$ cat config.mk
export PLATFORM = sky130hd
export DESIGN_NAME = cl_seq_n
export DESIGN_NICKNAME = d
export VERILOG_FILES = /design/src/rtl/cl_pkg.sv /design/src/rtl/cl_vec_n.sv /design/src/rtl/cl_seq_n.sv
export SDC_FILE = /design/constraint.sdc
export NUM_CORES = 1
export LEC_CHECK = 0
export ABC_CLOCK_PERIOD_IN_PS = 3800
export BUFFER_PORTS_ARGS = -buffer_cell sky130_fd_sc_hd__buf_2
export CORE_ASPECT_RATIO = 1.2
export CORE_MARGIN = 2
export CORE_UTILIZATION = 57
export CTS_CLUSTER_DIAMETER = 120
export CTS_CLUSTER_SIZE = 14
export DETAILED_ROUTE_END_ITERATION = 7
export PLACE_DENSITY_LB_ADDON = 0.15
export SYNTH_ARGS = -nofsm -noshare
export SYNTH_HDL_FRONTEND = slang
export SYNTH_SLANG_ARGS = --single-unit
export TNS_END_PERCENT = 10
$ cat constraint.sdc
create_clock -name clk -period 3.8 [get_ports clk]
set_input_delay 0.57 -clock clk [delete_from_list [all_inputs] [get_ports clk]]
set_output_delay 0.57 -clock clk [all_outputs]
set_load 0.05 [all_outputs]
$ cat src/rtl/cl_pkg.sv
// Shared definitions for the N-bit logic cell: op codes, op width and the
// result-register state type.
package cl_pkg;

  localparam int CL_OP_W = 3;

  // Codes 0..3 keep the order of the legacy 2-bit cell.
  localparam logic [CL_OP_W-1:0] CL_AND  = 3'd0;
  localparam logic [CL_OP_W-1:0] CL_OR   = 3'd1;
  localparam logic [CL_OP_W-1:0] CL_XOR  = 3'd2;
  localparam logic [CL_OP_W-1:0] CL_NOTA = 3'd3;
  localparam logic [CL_OP_W-1:0] CL_NAND = 3'd4;
  localparam logic [CL_OP_W-1:0] CL_NOR  = 3'd5;
  localparam logic [CL_OP_W-1:0] CL_XNOR = 3'd6;
  localparam logic [CL_OP_W-1:0] CL_PASS = 3'd7;

  typedef enum logic {
    CL_EMPTY = 1'b0,
    CL_FULL  = 1'b1
  } cl_state_e;

endpackage

$ cat src/rtl/cl_vec_n.sv
// Combinational WIDTH-bit logic slice: y = f(a, b) for the selected op,
// built from one identical cell per bit.
module cl_vec_n
  import cl_pkg::*;
#(
  parameter int WIDTH = 8
) (
  input  logic [WIDTH-1:0]   a_i,
  input  logic [WIDTH-1:0]   b_i,
  input  logic [CL_OP_W-1:0] op_i,
  output logic [WIDTH-1:0]   y_o
);

  for (genvar i = 0; i < WIDTH; i++) begin : g_bit
    logic y_bit;

    always_comb begin
      y_bit = a_i[i];
      case (op_i)
        CL_AND:  y_bit = a_i[i] & b_i[i];
        CL_OR:   y_bit = a_i[i] | b_i[i];
        CL_XOR:  y_bit = a_i[i] ^ b_i[i];
        CL_NOTA: y_bit = ~a_i[i];
        CL_NAND: y_bit = ~(a_i[i] & b_i[i]);
        CL_NOR:  y_bit = ~(a_i[i] | b_i[i]);
        CL_XNOR: y_bit = ~(a_i[i] ^ b_i[i]);
        default: y_bit = a_i[i];
      endcase
    end

    assign y_o[i] = y_bit;
  end

endmodule

$ cat src/rtl/cl_seq_n.sv
// Registered N-bit logic cell with valid/ready handshake, accumulate mode and
// op counter. Define CL_FLAGS_EN to add the registered zero/parity flags.
module cl_seq_n
  import cl_pkg::*;
#(
  parameter int WIDTH     = 8,
  parameter int CNT_WIDTH = 16
) (
  input  logic                 clk,
  input  logic                 reset,
  input  logic                 in_valid,
  output logic                 in_ready,
  input  logic [WIDTH-1:0]     a,
  input  logic [WIDTH-1:0]     b,
  input  logic [CL_OP_W-1:0]   op,
  input  logic                 acc,
  output logic                 out_valid,
  input  logic                 out_ready,
  output logic [WIDTH-1:0]     result,
  output logic [CNT_WIDTH-1:0] op_count
`ifdef CL_FLAGS_EN
  ,
  output logic                 zero,
  output logic                 parity
`endif
);

  // Handshake: a transfer happens at a rising edge where valid && ready; ready
  // never depends on valid, and a full register being drained accepts at once.

  cl_state_e            state_q, state_d;
  logic [WIDTH-1:0]     a_sel, y;
  logic [WIDTH-1:0]     result_q, result_d;
  logic [WIDTH-1:0]     acc_q, acc_d;
  logic [CNT_WIDTH-1:0] cnt_q, cnt_d;
  logic                 accept;

  assign a_sel = acc ? acc_q : a;

  cl_vec_n #(.WIDTH(WIDTH)) u_vec (
    .a_i  (a_sel),
    .b_i  (b),
    .op_i (op),
    .y_o  (y)
  );

  assign out_valid = (state_q == CL_FULL);
  assign in_ready  = !out_valid || out_ready;
  assign accept    = in_valid && in_ready;
  assign result    = result_q;
  assign op_count  = cnt_q;

  always_comb begin
    state_d  = state_q;
    result_d = result_q;
    acc_d    = acc_q;
    cnt_d    = cnt_q;
    if (accept) begin
      state_d  = CL_FULL;
      result_d = y;
      acc_d    = y;
      cnt_d    = cnt_q + CNT_WIDTH'(1);
    end else if (out_valid && out_ready) begin
      state_d = CL_EMPTY;
    end
  end

  always_ff @(posedge clk or negedge reset) begin
    if (!reset) begin
      state_q  <= CL_EMPTY;
      result_q <= '0;
      acc_q    <= '0;
      cnt_q    <= '0;
    end else begin
      state_q  <= state_d;
      result_q <= result_d;
      acc_q    <= acc_d;
      cnt_q    <= cnt_d;
    end
  end

`ifdef CL_FLAGS_EN
  logic zero_q, parity_q;

  // Flags track result, so they reset to the values matching result == 0.
  always_ff @(posedge clk or negedge reset) begin
    if (!reset) begin
      zero_q   <= 1'b1;
      parity_q <= 1'b0;
    end else if (accept) begin
      zero_q   <= (y == '0);
      parity_q <= ^y;
    end
  end

  assign zero   = zero_q;
  assign parity = parity_q;
`endif

endmodule
==> impl_metrics.ini <==
[layout]
nNetsFinal = 275
insertedDiodeCount = 0
final_std_cell_area_no_fill_um2 = 2100
drive_gt1_share_pct = 26.6
finish.utilization_pct = 67.6
syn2layout_area_growth_pct = 12.4

[yosys]
synth_area_per_cell_um2 = 9.79
synth_top_cell_area_share_pct = 33.4
netlist_instances = 191
synth_seq_area_share_pct = 33.4
yosysUniqueCellTypes = 30
flip_flop_and_latch_count_after_synthesis = 25
synth.cell_area_um2 = 1870
yosysWarnings = 0
postSynthNetCount = 232
synthTopCellsByArea = sky130_fd_sc_hd__dfrtp_1, sky130_fd_sc_hd__ha_1, sky130_fd_sc_hd__mux2i_1
yosys.area.top_type = sky130_fd_sc_hd__dfrtp_1

[critical_path]
critical-path-top-delay-family = multiplexers
crit_fanout = 8
critPathSlowestCell = sky130_fd_sc_hd__mux2i_1
cp_buf_inv_count = 1
r2r-end = acc_q[0]$_DFFE_PN0P_
worst-endpoint-arrival_ps = 2170
critPathCaptureType = flop
rrSetupSlack_ps = 2060
timing.critical_path.cells = buf_2, mux2i_1, ha_1, xor2_1, o22ai_1, nand2_1, a32o_1
reg2reg_depth = 6
crit-reg2reg-launch = acc_q[0]$_DFFE_PN0P_
timing.critical_path.from_type = input port
cp_data_required_time_ps = 4030
critical_path_class = input port to flop
worst_path_largest_cell_delay_ps = 380

[sta]
layout_setup_ws_ps = 1860
finalMaxSlewViolations = 0
period_minus_slack_ps = 1940
max-slew-margin-rel_pct = 59.6
achievable-frequency_mhz = 515
timing.final.crit_share_pct = 51.1
setup_viol_count_final = 0
fin_skew_ps = 4.46
worst-slew-pin-transition_ps = 604
finalHoldViolCount = 0
tns_setup_ps = 0
unrepaired_setup_endpoints_after_global_routing = false

[power_and_ir_drop]
vdd.ir_drop.worst_uv = 325
p_per_area_nw_per_um2 = 445
power_leakage_nw = 1.12

[clock_tree]
htree_levels = 1
cts.clk_slew.worst_paths_ps = 140
numCtsBuffers = 3
cts_tree = yes
ctsLongestPathBuffers = 2
cts.sinks = 25
ctsResizeCount = 0
clock_latency_ps = 320
post-cts-setup-buffer-count = 0
cts-root-buf = sky130_fd_sc_hd__clkbuf_4
hold_buffers = 0

[place]
portBuffers = 49
dpl-instance-area_um2 = 2080
dp_slack_ps = 1510
hpwlAfterDp_um = 3080
globalplace.congestion = 0.803

[drt]
route.detailed.wl_per_inst_um = 14.9
drt_drc_violations_left = 0
dr_total_vias = 1517
drtIter0Drc = 37
routed_wl_um = 4020
viasPerCell = 5.64
drtPass1Iterations = 4
remaining_antenna_violation_count = 0

[floorplanning]
core_area_um2 = 3110
pin_count = 50
start_util_pct = 60.1
placementRows = 22
design.die.area_um2 = 3760
fp.dieW_um = 56.3
die_h_um = 66.8

[grt]
maximum_number_of_pins_on_one_net_before_global_route_repair = 27
grt_first_pass_wirelength_um = 6640
vias_in_the_first_global_route = 1533
antenna_found_initial = 0
globalRouteTotalUtil_pct = 22.8
globalRouteOverflowTotal = 0

[run]
timing.max_cap.violations = 0

[hold_path]
timing.hold.worst.class = input port to asynchronous set/reset pin

[run_status]
outcome = finished, final reports clean
[sequential cells by signal, summed over array words and instances, names as in the netlist]
register,flops
op_count,16
acc_q,8
out_valid,1
[metrics by stage]
step / hold WS, ps / cells / total power [mW]
6_report: 214 / 269 / 0.936
5_1_grt: 251 / 269 / 0.990
4_1_cts: 232 / 269 / 0.947
3_5_place_dp: 460 / 265 / 0.825
3_3_place_gp: 451 / 265 / 0.803
2_1_floorplan: 274 / 191 / 0.718
[worst max-delay path by stage]
stage / startpoint / to / slack [ps] / cells past startpoint
after floorplan: acc / acc_q[0]$_DFFE_PN0P_ / 1850 / 7
after global placement: acc / acc_q[6]$_DFFE_PN0P_ / 1630 / 7
after detailed placement: acc / acc_q[0]$_DFFE_PN0P_ / 1510 / 7
after CTS: acc / acc_q[0]$_DFFE_PN0P_ / 1870 / 7
after global routing: acc / acc_q[1]$_DFFE_PN0P_ / 1790 / 7
final: acc / acc_q[0]$_DFFE_PN0P_ / 1860 / 7
[cells in the mapped netlist]
cell type,count
sky130_fd_sc_hd__dfrtp_1,25
sky130_fd_sc_hd__ha_1,17
sky130_fd_sc_hd__inv_1,17
sky130_fd_sc_hd__a21oi_1,15
sky130_fd_sc_hd__mux2i_1,14
sky130_fd_sc_hd__xor2_1,13
sky130_fd_sc_hd__xnor2_1,12
sky130_fd_sc_hd__nand2_1,10
sky130_fd_sc_hd__nor2_1,10
sky130_fd_sc_hd__a32o_1,7
sky130_fd_sc_hd__nand3_1,7
sky130_fd_sc_hd__o22ai_1,6
sky130_fd_sc_hd__and3_1,5
sky130_fd_sc_hd__buf_6,4
sky130_fd_sc_hd__a31oi_1,3
sky130_fd_sc_hd__buf_4,3
sky130_fd_sc_hd__nand2b_1,3
sky130_fd_sc_hd__nand4_1,3
sky130_fd_sc_hd__nor3_2,3
sky130_fd_sc_hd__buf_1,2
sky130_fd_sc_hd__buf_2,2
sky130_fd_sc_hd__nor2b_1,2
sky130_fd_sc_hd__and4_1,1
sky130_fd_sc_hd__and4_4,1
sky130_fd_sc_hd__mux2_2,1
sky130_fd_sc_hd__mux2i_2,1
sky130_fd_sc_hd__mux2i_4,1
sky130_fd_sc_hd__nand2_2,1
sky130_fd_sc_hd__nand3_2,1
sky130_fd_sc_hd__nand3_4,1
[report_power, final]
part	switching, mW	internal [mW]	total [mW]
clock	0.0810	0.0412	0.122
sequential	0.0521	0.314	0.366
combinational	0.308	0.140	0.448
[layout by cell type, fill, tap and decap left out, drive strengths merged, types with 6 or more instances in the layout]
master	count
a21oi	15
a32o	7
buf	49
dfrtp	25
ha	17
inv	17
mux2i	16
nand2	11
nand3	9
nor2	10
o22ai	6
xnor2	12
xor2	13
[cell families (layout without fill, tap and decap cells)]
group                      after synthesis  in the layout  synth area share, %
adders and majority gates               17             17                 11.4
xor gates and xnor gates                25             25                 11.7
buffers and inverters                   28             70                 7.96
muxes                                   17             17                 10.0
and+or+nand+nor                         48             48                 14.7
AOI/OAI and AO/OA                       31             31                 10.8
DFF                                     25             25                 33.4
[cell type report]
type	count	area, um2
well taps	36	45.0
flip-flops and latches	25	626
inverters	17	63.8
multi-input cells	138	1100
clock buffers	4	26.3
fillers	278	1010
repair buffers	49	245
[layer usage]
layer  global-route usage (%)  vias to the layer above  wire [um]
met5                        0                        -          0
met4                     8.33                        0         65
met3                     2.52                        7        185
met2                     46.8                       47       2250
met1                     23.4                      721       1520
li1                         -                      742          -
Note: power is estimated with default switching activity, not from simulation.
